[src/rtl/product_accumulator.sv]
// Burst accumulator: sums COUNT unsigned products, then holds the result until taken.
// Optional macro PRODUCT_ACCUMULATOR_SATURATE_EN: saturate acc to all-ones on overflow instead of wrapping.
module product_accumulator #(
  parameter int SIZE      = 8,
  parameter int ACC_WIDTH = 17,
  parameter int COUNT     = 4
) (
  input  logic                 clk,
  input  logic                 rst,
  input  logic                 clear,
  input  logic                 in_valid,
  output logic                 in_ready,
  input  logic [2*SIZE-1:0]    product,
  output logic                 out_valid,
  input  logic                 out_ready,
  output logic [ACC_WIDTH-1:0] acc,
  output logic                 acc_overflow,
  output logic [7:0]           count
);

  typedef enum logic [1:0] {
    IDLE  = 2'd0,
    ACCUM = 2'd1,
    HOLD  = 2'd2
  } state_t;

  state_t               state;
  logic                 accept;
  logic [ACC_WIDTH:0]   sum;
  logic [ACC_WIDTH-1:0] acc_next;
  logic [7:0]           count_next;
  logic                 last;

  assign in_ready = (state != HOLD) && !clear;
  assign accept   = in_valid && in_ready;

  always_comb begin
    sum        = {1'b0, acc} + {{(ACC_WIDTH + 1 - 2*SIZE){1'b0}}, product};
    count_next = count + 8'd1;
    last       = (count_next == 8'(COUNT));
`ifdef PRODUCT_ACCUMULATOR_SATURATE_EN
    // Once saturated, stay pinned at all-ones for the rest of the burst.
    acc_next   = (sum[ACC_WIDTH] || acc_overflow) ? '1 : sum[ACC_WIDTH-1:0];
`else
    acc_next   = sum[ACC_WIDTH-1:0];
`endif
  end

  always_ff @(posedge clk) begin
    if (rst || clear) begin
      state        <= IDLE;
      acc          <= '0;
      count        <= '0;
      acc_overflow <= 1'b0;
      out_valid    <= 1'b0;
    end else begin
      case (state)
        IDLE: begin
          if (accept) begin
            acc          <= ACC_WIDTH'(product);
            count        <= 8'd1;
            acc_overflow <= 1'b0;
            if (COUNT == 1) begin
              state     <= HOLD;
              out_valid <= 1'b1;
            end else begin
              state <= ACCUM;
            end
          end
        end
        ACCUM: begin
          if (accept) begin
            acc          <= acc_next;
            count        <= count_next;
            acc_overflow <= acc_overflow | sum[ACC_WIDTH];
            if (last) begin
              state     <= HOLD;
              out_valid <= 1'b1;
            end
          end
        end
        HOLD: begin
          if (out_ready) begin
            state     <= IDLE;
            out_valid <= 1'b0;
          end
        end
        default: begin
          state     <= IDLE;
          out_valid <= 1'b0;
        end
      endcase
    end
  end

endmodule

[config.mk]
export PLATFORM = sky130hd
export DESIGN_NAME = product_accumulator
export DESIGN_NICKNAME = d
export VERILOG_FILES = /design/src/rtl/product_accumulator.sv
export SDC_FILE = /design/constraint.sdc
export NUM_CORES = 1
export LEC_CHECK = 0
export BUFFER_PORTS_ARGS = -buffer_cell sky130_fd_sc_hd__buf_2
export CAP_MARGIN = 0
export CORE_ASPECT_RATIO = 1.4
export CORE_MARGIN = 2
export CORE_UTILIZATION = 50
export DETAILED_ROUTE_END_ITERATION = 12
export GPL_TIMING_DRIVEN = 0
export PLACE_DENSITY = 0.75
export SETUP_SLACK_MARGIN = 0.2
export SYNTH_ARGS = -nofsm -noshare
export SYNTH_HDL_FRONTEND = slang
export SYNTH_SLANG_ARGS = --single-unit
[constraint.sdc]
create_clock -name clk -period 4.3 [get_ports clk]
set_input_delay 0.215 -clock clk [delete_from_list [all_inputs] [get_ports clk]]
set_output_delay 0.215 -clock clk [all_outputs]
set_load 0.1 [all_outputs]
* After elaboration in Yosys (flattened, before gate mapping)
Index checks and enable logic that the tools add are counted.
** Storage, ports and cells
- ROM bits :: 0
- Latch bits :: 0
- Memory bits (writable) :: 0
- Output and inout port bits :: 28
- Memories :: 0
- Register bits after elaboration :: 29
** Operators by class
- Add/subtract/negate cells :: 2
- Eq/ne operators :: 8
- Reduce and logical (&&, ||, !) cells :: 9
- Order comparisons :: 0
- Muxes and demuxes :: 18
- Multiply operators :: 0
- Shift operators :: 0
- Bitwise operators :: 2
- Div/mod/pow operators :: 0
** Operators with widths (count)
- $mux 17 :: 2
- $pmux 17 s2 :: 1
- $add 17x16->18 :: 1
- $mux 8 :: 2
- $pmux 8 s2 :: 1
- $ne 2x2->1 const B :: 5
- $add 8x1->8 const B :: 1
- $eq 8x3->1 const B :: 1
- $mux 2 :: 4
- $reduce_and 4->1 :: 2
- $pmux 2 s3 :: 1
- $mux 1 :: 5
- $pmux 1 s3 :: 1
- $reduce_and 3->1 :: 1
- $eq 2x1->1 const B :: 1
- $eq 2x2->1 const B :: 1
- $logic_and 1x1->1 :: 2
- $logic_not 2->1 :: 1
- $pmux 1 s2 :: 1
- $reduce_bool 2->1 :: 1
- $logic_not 1->1 :: 1
- $logic_or 1x1->1 :: 1
- $not 1->1 :: 1
- $or 1x1->1 :: 1

* Logic depth before layout (Yosys ltp)
- Depth after elaboration :: 5
- Gate-level depth with buffers :: 8
- Gate-level depth less buffers :: 8

* Worst setup path before layout
Ideal clock, no wire load.
- Path type :: register -> register
- Start :: register acc[8]
- End :: register acc[15]
- Path buffers :: 1
- Cell stages (with the launch flop) :: 9
- Data arrival time :: 2.675 ns
- Setup time :: 0.127 ns
- Path slack :: 1.498 ns
- Period minus slack after synthesis :: 2.802 ns
- Required time :: 4.173 ns
- Path through :: dfxtp_1 -> ha_1 -> buf_2 -> a21o_1 -> a211o_1 -> a21oi_1 -> o211ai_1 -> and3_1 -> or3_1
** Between the ends
- Cells in the longest elaborated chain, start to end :: 3
** RTL lines
- from (decl) :: RTL line 16 : output logic [ACC_WIDTH-1:0] acc,
- from (signal assigned) :: RTL line 60 : acc <= ACC_WIDTH'(product);
- from (signal assigned) :: RTL line 73 : acc <= acc_next;
- $add 17x16->18 :: RTL line 38 : sum = {1'b0, acc} + {{(ACC_WIDTH + 1 - 2*SIZE){1'b0}}, product};
- $mux 17 :: RTL line 72 : if (accept) begin
- $pmux 17 s2 :: RTL line 57 : case (state)
Every way passes these cells. The select of a mux whose other input is x is not followed.
A chain may end at the register's enable or synchronous reset.

* Final worst setup path
- Start :: register acc[0]
- End :: register acc[14]
Same word-level chain as after synthesis.

==> summary.md <==
| Metric | Value |
|---|---|
| Status | `complete, no violations` |
| I/O Pins | `49` |
| Synth area leaders | `dfxtp_1 (27%), ha_1 (10%), a21oi_1 (6.1%)` |
| Mean routed wirelength per cell | `15.1 um` |
| Remaining DRCs | `0` |
| Setup violators final | `0` |
| # clock sinks | `29` |
| Initial DRC count | `105` |
| H-Tree Depth | `2` |
| Worst-path cell chain | `ha_1 -> fa_1 -> a21oi_1 -> o221ai_2 -> o211ai_2 -> a21oi_1 -> o21a_1 -> o32ai_1` |
| Chip Width | `59.4 um` |
| Starting Density | `0.516` |
| CP max-delay cell | `fa_1` |
| Clk_lat worst skew | `290 ps` |
| Antenna Cells | `0` |
| Post-synth EDFFs | `0` |
| Final WS setup | `1980 ps` |
| Clock Tree Root | `clkbuf_8` |
| P&R area growth vs syn | `17.8%` |
| Max Cap Viol | `0` |
| Global Route Usage Sum | `0.243` |
| Maximum number of pins on one net before global-route repair | `11` |
| Worst slack, placed | `2000 ps` |
| Peak supply drop | `0.000201 V` |
| Final instance area | `2530 um^2` |
| Asr flop ratio synth | `0` |
| Drt first pass iters | `4` |
| Max stage delay on crit path | `420 ps` |
| Hold Crit Class | `in2reg` |
| Setup Skew | `11.0 ps` |
| Crit-path max FO | `4` |
| Vias per cell | `6.08` |
| Minimum clock period | `2320 ps` |
| HPWL Detailed | `4.26 mm` |
| Num rows | `28` |
| Slew Limit Headroom | `0.611` |
| CP Capture Type | `flip-flop` |
| Final core occ | `0.607` |
| CTS Buffer Depth | `2` |
| Post-synth top area cell | `dfxtp_1` |
| Clk slew on worst S/H paths | `60 ps` |
| Final antenna-violating net count | `0` |
| GPL Wtd Cong | `0.907` |
| Net count, final | `367` |
| Post-DP Area | `2450 um^2` |
| Initial antenna violation count | `0` |
| P_leak | `1.14 nW` |
| TritonCTS Buffers | `5` |
| Core outline area | `4170 um^2` |
| CTS-repair resized insts | `0` |
| Final Max Slew Viols | `0` |
| Syn Inst Count | `272` |
| Synth top area share | `0.270` |
| Port Buf Inserts | `48` |
| Syn_nets | `312` |
| Vias in the first global route | `2,025` |
| Final worst path period share | `0.540` |
| Global-route wire length before repair | `9.11 mm` |
| Power after layout | `652 uW` |
| Yosys warning total | `0` |
| Top FF cell, synth | `dfxtp_1` |
| Total grt overflow | `0` |
| Mean Syn Cell Area | `7.90 um^2` |
| Startpoint types | `flip-flop` |
| Hold Buf Count CTS | `0` |
| Seq/Total Area, Yosys | `0.270` |
| Yosys reg bits | `29` |
| Synthesized area | `2150 um^2` |
| Post-CTS setup buffer count | `0` |
| Drt total wl | `5.62 mm` |
| P per Cell Area | `258 nW/um^2` |
| Worst slew pin tran | `583 ps` |
| Arrival time at the worst endpoint | `2520 ps` |
| Die height | `81.6 um` |
| Fmax | `431 MHz` |
| Cell variety after synth | `52` |
| Worst Path Required | `4490 ps` |
| Worst Path Class, Setup | `reg2reg` |
| Unrepaired setup endpoints after global routing | `false` |
| Routed vias | `2,261` |
| CTS tree | `yes` |
| Share of cells above drive strength 1 | `0.217` |
| Die area | `4850 um^2` |
| Most frequent cells after synthesis | `dfxtp_1 (29), nor2_1 (29), a21oi_1 (26)` |
| Most common cell on crit path | `a21oi_1` |
| Setup TNS Final | `0 ps` |
| Final hold vios | `0` |
[flip-flops by register name, indices dropped and copies added (netlist names)]
signal / cells
out_valid: 1
count: 8
acc_overflow: 1
state: 2
acc: 17
[report_power, final]
| part | internal, mW | switching [mW] | leakage (nW) |
|---|---|---|---|
| logic | 0.0441 | 0.0960 | 0.866 |
| registers | 0.273 | 0.00427 | 0.235 |
| clock network | 0.127 | 0.108 | 0.0443 |
[layout make-up]
type / count / area [um^2]
Tap cell: 45 / 56.3
Clock buffer: 7 / 86.3
Buffer: 14 / 63.8
Timing Repair Buffer: 48 / 240
Sequential cell: 29 / 581
Multi-Input combinational cell: 224 / 1490
Inverter: 5 / 18.8
Fill cell: 402 / 1640
[through the flow]
stage / std cells / hold slack [ps]
after floorplan: 272 / 372
after global placement: 365 / 484
after detailed placement: 365 / 491
after CTS: 372 / 208
after global routing: 372 / 231
final: 372 / 203
[routing by layer]
layer	up-vias	part of all wire	global-route usage	wire (um)
met4	0	0.014	0.0705	80
met2	66	0.51	0.440	2880
met1	1053	0.43	0.284	2400
met3	10	0.047	0.0441	262
li1	1132	-	-	-
met5	-	0	0	0
[cell families (layout without fill, tap and decap cells)]
| kind of cell | after synthesis | after routing | synth area share |
|---|---|---|---|
| and+or+nand+nor | 99 | 99 | 0.231 |
| muxes | 3 | 3 | 0.0140 |
| DFF | 29 | 29 | 0.270 |
| buffers and inverters | 19 | 74 | 0.0384 |
| xor gates and xnor gates | 9 | 9 | 0.0367 |
| adders and majority gates | 19 | 19 | 0.114 |
| AOI/OAI and AO/OA | 94 | 94 | 0.296 |
[cell usage in the layout (no fill, tap or decap), types with 7 or more instances in the layout]
cell | synthesis | final
and3_1 | 13 | 13
a211oi_1 | 8 | 8
xnor2_1 | 7 | 7
dfxtp_1 | 29 | 29
a21oi_1 | 26 | 26
nand3_1 | 9 | 9
clkbuf_1 | 7 | 8
ha_1 | 18 | 18
o21ai_0 | 17 | 17
buf_2 | 4 | 52
nand2_1 | 21 | 21
nor2_1 | 29 | 29
[final timing paths]
check | cells past startpoint | end | from | slack [ps]
max | 8 | acc[14]$_SDFFE_PP0P_ | acc[0]$_SDFFE_PP0P_ | 1980
min | 3 | acc[2]$_SDFFE_PP0P_ | product[2] | 200
max reg2reg | 8 | acc[14]$_SDFFE_PP0P_ | acc[0]$_SDFFE_PP0P_ | 1980
min reg2reg | 1 | out_valid$_SDFFE_PP0P_ | out_valid$_SDFFE_PP0P_ | 500
[critical path: cells and delay by family (launching register included)]
| kind | cells | cell delay (ps) |
|---|---|---|
| flip-flops | 1 | 320 |
| AO/OA/AOI/OAI | 6 | 1270 |
| adder cells (fa/ha/maj) | 2 | 640 |
Power figures use the tool's default switching activity.
